$ cat config.mk
export PLATFORM = sky130hd
export DESIGN_NAME = morse_keyer
export DESIGN_NICKNAME = d
export VERILOG_FILES = /design/src/rtl/morse_pkg.sv /design/src/rtl/morse_unit_timer.sv /design/src/rtl/morse_keyer.sv
export SDC_FILE = /design/constraint.sdc
export NUM_CORES = 1
export LEC_CHECK = 0
export CAP_MARGIN = 20
export CELL_PAD_IN_SITES_DETAIL_PLACEMENT = 1
export CELL_PAD_IN_SITES_GLOBAL_PLACEMENT = 1
export CORE_UTILIZATION = 40
export DETAILED_ROUTE_END_ITERATION = 10
export MAX_ROUTING_LAYER = met4
export PLACE_DENSITY = 0.88
export SETUP_SLACK_MARGIN = 0.5
export SKIP_CTS_REPAIR_TIMING = 1
export SLEW_MARGIN = 20
export SYNTH_ARGS = -nofsm -noshare
export SYNTH_HDL_FRONTEND = slang
export SYNTH_SLANG_ARGS = --single-unit
$ cat constraint.sdc
create_clock -name clock -period 3.7 [get_ports clock]
set_clock_uncertainty 0.15 [all_clocks]
set_input_delay 0.37 -clock clock [delete_from_list [all_inputs] [get_ports clock]]
set_output_delay 0.37 -clock clock [all_outputs]
set_load 0.005 [all_outputs]
$ cat src/rtl/morse_pkg.sv
// Shared types and constants for the morse keyer: FSM states, code-word symbols,
// unit lengths and small helpers for decoding a 10-bit code word.
package morse_pkg;

  typedef enum logic [2:0] {
    S_IDLE,
    S_LOAD,
    S_MARK,
    S_SPACE,
    S_CGAP
  } state_t;

  localparam logic [1:0] SYM_DOT  = 2'b01;
  localparam logic [1:0] SYM_DASH = 2'b10;
  localparam logic [1:0] SYM_PAD  = 2'b11;

  localparam logic [9:0] CODE_WORD_GAP = 10'h3FF;

  localparam logic [2:0] DOT_UNITS      = 3'd1;
  localparam logic [2:0] DASH_UNITS     = 3'd3;
  localparam logic [2:0] SYM_GAP_UNITS  = 3'd1;
  localparam logic [2:0] CHAR_GAP_UNITS = 3'd3;
  localparam logic [2:0] WORD_GAP_UNITS = 3'd7;

  function automatic logic is_mark(input logic [1:0] sym);
    return (sym == SYM_DOT) || (sym == SYM_DASH);
  endfunction

  function automatic logic [2:0] mark_units(input logic [1:0] sym);
    return (sym == SYM_DASH) ? DASH_UNITS : DOT_UNITS;
  endfunction

  // Indices past the last pair read as padding, which ends the character.
  function automatic logic [1:0] sym_at(input logic [9:0] code, input logic [2:0] idx);
    case (idx)
      3'd0:    return code[1:0];
      3'd1:    return code[3:2];
      3'd2:    return code[5:4];
      3'd3:    return code[7:6];
      3'd4:    return code[9:8];
      default: return SYM_PAD;
    endcase
  endfunction

endpackage

$ cat src/rtl/morse_unit_timer.sv
// Counts a loaded number of morse units, each UNIT_CYCLES clocks long; units_done
// is high for the final clock of the last unit. clear wins over load.
module morse_unit_timer #(
  parameter int unsigned UNIT_CYCLES = 5_000_000
) (
  input  logic       clock,
  input  logic       resetn,
  input  logic       clear,
  input  logic [2:0] load_units,
  input  logic       load,
  output logic       units_done
);

  localparam int unsigned CW = $clog2(UNIT_CYCLES);
  localparam logic [CW-1:0] CYC_LAST = CW'(UNIT_CYCLES - 1);

  logic [CW-1:0] cyc_q;
  logic [2:0]    units_q;

  always_ff @(posedge clock or negedge resetn) begin
    if (!resetn) begin
      cyc_q   <= '0;
      units_q <= '0;
    end else if (clear) begin
      cyc_q   <= '0;
      units_q <= '0;
    end else if (load) begin
      cyc_q   <= '0;
      units_q <= load_units;
    end else if (units_q != 3'd0) begin
      if (cyc_q == CYC_LAST) begin
        cyc_q   <= '0;
        units_q <= units_q - 3'd1;
      end else begin
        cyc_q <= cyc_q + 1'b1;
      end
    end
  end

  assign units_done = (units_q == 3'd1) && (cyc_q == CYC_LAST);

endmodule

$ cat src/rtl/morse_keyer.sv
// Character sequencer: accepts one ASCII char, looks up its code word and keys
// dots, dashes and gaps with exact unit timing; abort drops back to IDLE at once.
module morse_keyer
  import morse_pkg::*;
#(
  parameter int unsigned UNIT_CYCLES = 5_000_000
) (
  input  logic        clock,
  input  logic        resetn,
  input  logic        char_valid,
  input  logic [7:0]  char_ascii,
  output logic        char_ready,
  input  logic        abort,
  output logic [31:0] lookup_ascii,
  input  logic [9:0]  lookup_code,
  output logic        key,
  output logic        busy,
  output logic        char_done
);

  state_t     state_q;
  logic [7:0] char_q;
  logic [9:0] code_q;
  logic [2:0] idx_q;
  logic       key_q;

  logic       units_done;
  logic       t_clear;
  logic       t_load;
  logic [2:0] t_units;
  logic       abort_act;
  logic [1:0] nxt_sym;
  logic       more_syms;

  assign abort_act = abort && (state_q != S_IDLE);
  assign nxt_sym   = sym_at(code_q, idx_q + 3'd1);
  assign more_syms = (idx_q < 3'd4) && is_mark(nxt_sym);

  // Timer reloads on the same edge as the state change so durations stay exact.
  always_comb begin
    t_clear = abort_act;
    t_load  = 1'b0;
    t_units = 3'd0;
    case (state_q)
      S_LOAD: begin
        t_load  = 1'b1;
        t_units = is_mark(lookup_code[1:0]) ? mark_units(lookup_code[1:0]) : WORD_GAP_UNITS;
      end
      S_MARK: begin
        t_load  = units_done;
        t_units = more_syms ? SYM_GAP_UNITS : CHAR_GAP_UNITS;
      end
      S_SPACE: begin
        t_load  = units_done;
        t_units = mark_units(nxt_sym);
      end
      default: ;
    endcase
  end

  morse_unit_timer #(
    .UNIT_CYCLES (UNIT_CYCLES)
  ) u_timer (
    .clock      (clock),
    .resetn     (resetn),
    .clear      (t_clear),
    .load_units (t_units),
    .load       (t_load),
    .units_done (units_done)
  );

  always_ff @(posedge clock or negedge resetn) begin
    if (!resetn) begin
      state_q <= S_IDLE;
      char_q  <= '0;
      code_q  <= CODE_WORD_GAP;
      idx_q   <= '0;
      key_q   <= 1'b0;
    end else if (abort_act) begin
      state_q <= S_IDLE;
      idx_q   <= '0;
      key_q   <= 1'b0;
    end else begin
      case (state_q)
        S_IDLE: begin
          if (char_valid) begin
            char_q  <= char_ascii;
            state_q <= S_LOAD;
          end
        end
        S_LOAD: begin
          code_q <= lookup_code;
          idx_q  <= '0;
          if (is_mark(lookup_code[1:0])) begin
            state_q <= S_MARK;
            key_q   <= 1'b1;
          end else begin
            state_q <= S_CGAP;
            key_q   <= 1'b0;
          end
        end
        S_MARK: begin
          if (units_done) begin
            key_q   <= 1'b0;
            state_q <= more_syms ? S_SPACE : S_CGAP;
          end
        end
        S_SPACE: begin
          if (units_done) begin
            idx_q   <= idx_q + 3'd1;
            key_q   <= 1'b1;
            state_q <= S_MARK;
          end
        end
        S_CGAP: begin
          if (units_done) state_q <= S_IDLE;
        end
        default: state_q <= S_IDLE;
      endcase
    end
  end

  assign char_ready   = (state_q == S_IDLE);
  assign busy         = (state_q != S_IDLE);
  assign key          = key_q;
  assign lookup_ascii = {24'b0, char_q};
  assign char_done    = (state_q == S_CGAP) && units_done && !abort;

endmodule

# Word-level counts from Yosys, hierarchy flattened
# Cells that the tools add are included.
# classes
addsub,3
n_lt_le_gt_ge,1
eq_ne,18
muxes,31
bitwise_logic,1
n_reduce_logical,23
# ops
operator,count
$mux W23,4
$mux W3,14
$add A23 B1 Y23 const B,1
$eq A23 B23 Y1 const B,1
$pmux W3 S5,1
$reduce_bool A3 Y1,5
$eq A3 B2 Y1 const B,4
$pmux W2 S5,1
$eq A3 B1 Y1 const B,3
$ne A3 B3 Y1 const B,3
$pmux W3 S3,1
$eq A3 B3 Y1 const B,2
$logic_not A3 Y1,2
$mux W2,3
$pmux W3 S2,1
$reduce_and A2 Y1,3
$reduce_and A3 Y1,2
$logic_and A1 B1 Y1,5
$eq A2 B1 Y1 const B,2
$eq A2 B2 Y1 const B,2
$mux W1,4
$reduce_and A4 Y1,1
$reduce_bool A4 Y1,1
$add A3 B1 Y3 const B,1
9 further kinds,10
# totals
register_bits,51
word_cells,84

# Logic depth before layout (Yosys ltp)
# logic_depth
ltp_word,10
depth_mapped,13
depth_no_buf,13

# Modules after synthesis
# Synthesis repeated with hierarchy kept, for this count alone.
# unflattened
cells_unflattened,339
hier_area_um2,3236.9
# by_module_without_submodules
mod,n_inst,cells_per_inst,area_per_inst_um2,seq_area_each_um2
morse_unit_timer,1,188,1629.1,650.6
morse_keyer,1,151,1607.8,638.1

# Worst setup path after synthesis
# Ideal clock, no wire load.
# synth_timing
kind,reg2reg
startpoint,register idx_q[0]
endpoint,register state_q[2]
arrival_ns,2.368
slack_ns,1.081
path_stages_with_launch,12
n_path_buf,0
path_cell_list,dfrtp_1 > inv_1 > ha_1 > a222oi_1 > inv_1 > a222oi_1 > o21ai_0 > ha_1 > nor2_1 > or3_1 > o22a_1 > o32ai_1
# synth_between
elab_chain_cells,10
# synth_lines
item,line,source
from (decl),morse_keyer.sv:24,logic [2:0] idx_q;
from (signal assigned),morse_keyer.sv:110,idx_q <= idx_q + 3'd1;
$add A3 B1 Y3,morse_keyer.sv:36,"assign nxt_sym = sym_at(code_q, idx_q + 3'd1);"
"$eq A3 B3 Y1, or another cell as far along",morse_pkg.sv:35,case (idx)
$pmux W2 S5,morse_pkg.sv:35,
$eq A2 B1 Y1 or $eq A2 B2 Y1 (tied branches),morse_pkg.sv:26,return (sym == SYM_DOT) || (sym == SYM_DASH);
$logic_or A1 B1 Y1,morse_pkg.sv:26,
$logic_and A1 B1 Y1 (*),morse_keyer.sv:37,assign more_syms = (idx_q < 3'd4) && is_mark(nxt_sym);
$mux W3 (*),morse_keyer.sv:105,state_q <= more_syms ? S_SPACE : S_CGAP;
$mux W3 (*),morse_keyer.sv:103,if (units_done) begin
$pmux W3 S5 (*),morse_keyer.sv:84,case (state_q)
$mux W3 (*),morse_keyer.sv:79,end else if (abort_act) begin
to (signal assigned),morse_keyer.sv:105,
to (decl),morse_keyer.sv:21,state_t state_q;
# Every way passes the cells marked *; elsewhere a longest branch is shown, timed or not. The select of a mux whose other input is x is not followed.
# A chain may end at the register's enable or synchronous reset.

# Worst setup path in the final report
# layout_timing
startpoint,register idx_q[0]
endpoint,register u_timer.units_q[1]
# layout_between
elab_chain_cells,10
# layout_lines
item,line,source
$add A3 B1 Y3,morse_keyer.sv:36,
"$eq A3 B3 Y1, or another cell as far along",morse_pkg.sv:35,
$pmux W2 S5,morse_pkg.sv:35,
$eq A2 B1 Y1 or $eq A2 B2 Y1 (tied branches),"morse_pkg.sv:26, morse_pkg.sv:30",
$logic_or A1 B1 Y1,morse_pkg.sv:26,
$logic_and A1 B1 Y1,morse_keyer.sv:37,
$mux W2,morse_keyer.sv:51,t_units = more_syms ? SYM_GAP_UNITS : CHAR_GAP_UNITS;
$pmux W3 S3 (*),morse_keyer.sv:44,case (state_q)
$mux W3 (*),morse_unit_timer.sv:27,end else if (load) begin
$mux W3 (*),morse_unit_timer.sv:24,end else if (clear) begin
to (signal assigned),morse_unit_timer.sv:29,units_q <= load_units;
to (signal assigned),morse_unit_timer.sv:33,units_q <= units_q - 3'd1;
to (decl),morse_unit_timer.sv:18,logic [2:0] units_q;
# Every way passes the cells marked *; elsewhere a longest branch is shown, timed or not.

==> impl_results.md <==
- CTS max path bufs: 2
- Worst-Margin Slew: 653 ps
- WS Path Type: reg -> reg
- Hold WC Path Type: reg -> reg
- NumNets Final: 398
- Adder-cell share of the synthesized area: 4.79%
- WL final: 8700 µm
- Most used DFF post-synth: dfrtp_1
- Mean Syn Cell Area: 9.65 µm²
- Metal3 WL: 466 µm
- Number of buffers and inverters on the critical path: 2
- Max-slew headroom: 56.1%
- Layout area overhead: 16.1%
- Most common cell on crit path: a21oi_1
- F_max: 316 MHz
- Placed Cells: 452
- Number of fill cells: 854
- I/O pins: 58
- # setup viols final: 0
- WL met2: 4510 µm
- H-tree depth: 2
- First DRT Iteration DRCs: 173
- Wire per inst: 18.7 µm
- Vias: 2697
- Sequential fraction of the synthesis area: 41.1%
- Critical Path Sink Type: flop
- #FFs+latches synth: 51
- P per Cell Area: 543 nW/µm²
- Clock latency on the worst-skew pair: 330 ps
- Slowest CP cell: dfrtp_1
- Die Wd: 90.5 µm
- Status: finished, final reports clean
- Slowest Stage Delay on Critical Path: 430 ps
- Leakage: 1.48 nW
- Dpl ws: 668 ps
- Slew Viols, Final: 0
- CP arrival: 3220 ps
- Die area: 8200 µm²
- RSZ-0062 raised after global routing: false
- Worst Path Max Fanout: 4
- Routability congestion estimate: 0.836
- Area of the mapped netlist: 3140 µm²
- Largest net degree at the start of global routing: 30
- Top Metal Used: met4
- Final period utilization: 85.5%
- Antenna violations before repair: 0
- Number of flops mapped to enable cells by yosys: 0
- Port Buf Inserts: 33
- Global Route Usage Sum: 22.4%
- CTS Buf Count: 5
- Initial Util: 42.3%
- Maxcap violations: 0
- Core ar.: 7410 µm²
- Worst setup SP type: flop
- Yosys warning total: 0
- CP delay by family, top: compound AO/OA/AOI/OAI gates
- Post-route ant nets: 0
- Final worst setup slack: 536 ps
- N_diodes: 0
- CP required: 3760 ps
- Clock sink total: 51
- Wl on met1: 3520 µm
- Root Driver: clkbuf_8
- Drt pass-1 iters: 4
- Worst-path cell chain: inv_1, ha_2, a222oi_1, inv_1, a222oi_1, o21ai_1, ha_1, nor3_2, a21oi_1, nor4_1, a21oi_1, o21ai_1, a21oi_1
- Cell Rows: 31
- Non-filler cells, final: 464
- Chip height: 90.5 µm
- Post-Synth XOR/XNOR Area: 3.07%
- Final Hold Fails: 0
- Vias in the first global route: 2880
- Largest family of logic cells by synthesized area: simple AND/OR/NAND/NOR gates
- Gr ovfl total: 0
- Crit path time final: 3160 ps
- DR vias/cell: 5.81
- Layout cells sized above 1: 17.3%
- Drt drc: 0
- First-pass GRT wire length: 14300 µm
- Synth cell types: 54
- Final TNS setup: 0 ps
- HPWL Detailed: 6190 µm
- Reg clk slew, reported paths: 100 ps
- Post-Route Utilization: 49.1%
- Peak supply drop: 0.306 mV
- Post-synthesis mux area share: 6.78%
- Synth async-reset ratio: 100%
- Compound-Gate Fraction of Synth Area: 14.0%
- Post-synthesis cell count: 325
- TritonCTS clock tree: built
- Simple-Gate Fraction of Synth Area: 21.3%
- Final Total Pwr: 1.98 mW
==> per-layer routing <==
metal  track usage, %  vias to the layer above
met5                -                        -
met4             9.01                        0
met3             3.37                       31
met2             37.4                      103
met1             27.0                     1360
li1                 -                     1203
==> stage by stage <==
stage / hold WS (ps) / cell area [µm²]
final: 365 / 3640
after global routing: 394 / 3640
after CTS: -112 / 3590
after detailed placement: 238 / 3500
after global placement: 232 / 3500
after floorplan: -75.6 / 3220
==> path summary, 6_finish.rpt <==
path	startpoint	end	slack (ps)	cells past startpoint
min	char_q[4]$_DFFE_PN0P_	char_q[4]$_DFFE_PN0P_	370	1
min reg2reg	char_q[4]$_DFFE_PN0P_	char_q[4]$_DFFE_PN0P_	370	1
max reg2reg	idx_q[0]$_DFFE_PN0P_	u_timer.units_q[1]$_DFFE_PN0P_	540	13
max	idx_q[0]$_DFFE_PN0P_	u_timer.units_q[1]$_DFFE_PN0P_	540	13
max in group asynchronous	resetn	code_q[2]$_DFFE_PN1P_	2140	3
min in group asynchronous	resetn	char_q[4]$_DFFE_PN0P_	410	2
==> report_power, final <==
group | total [mW] | switching [mW] | internal (mW)
combinational | 0.775 | 0.392 | 0.383
clock | 0.344 | 0.212 | 0.132
sequential | 0.858 | 0.125 | 0.733
==> placed cells by master (no fill, tap or decap), drive strengths merged, types with 8 or more instances in the layout <==
cell type and n:
o21ai 23, dfrtp 41, nor3 11, dfstp 10, mux2 18, a21oi 13
buf 9, ha 12, or3 8, clkdlybuf4s50 32, xnor2 9, nand3 13
inv 16, nor2 23, nand2 23, conb 24
==> sequential cells by signal, summed over array words and instances (netlist names) <==
signal	cells
code_q	10
char_q	8
key	1
state_q	3
u_timer.units_q	3
u_timer.cyc_q	23
idx_q	3
==> cell usage after synthesis (all sizes together), types with 4 or more instances <==
master  instances  area (µm²)
ha             12         150
nor2           23        86.3
nand2          23        86.3
dfrtp          41        1030
clkbuf          8        30.0
xnor2           9        78.8
nor2b           6        37.5
mux2           18         203
nor3           11        55.1
a21oi          13        65.1
dfstp          10         263
o31ai           5        37.5
and4            4        37.5
o21ai          23         119
nor4            4        40.0
or4             4        30.0
nand4           7        50.1
buf            25         185
nand3          13        65.1
inv            16        60.1
a222oi          4        40.0
or3             8        51.3
==> kinds of logic (layout without fill, tap and decap cells) <==
group           after synthesis  in the layout
simple gates                116            116
compound gates               66             66
flops                        51             51
buf+inv                      49             66
mux                          19             19
fa+ha+maj                    12             12
xor+xnor                     11             11
other cells                   1             24
==> worst register-to-register path: cells and delay by family (launching register included) <==
family	cells	cell delay [ps]
buf+inv	2	200
simple gates	2	610
flops	1	430
fa+ha+maj	2	580
compound gates	7	1080
==> area by class of cell <==
cell class	count	area [µm²]	share of cell area, %
flip-flops and latches	51	1290	35.4
clock inverters	3	20.0	0.550
repair buffers	42	395	10.9
multi-input cells	248	1680	46.3
inverters	16	60.1	1.65
well taps	99	124	3.40
clock buffers	5	68.8	1.89
(Power assumes the default switching activity.)
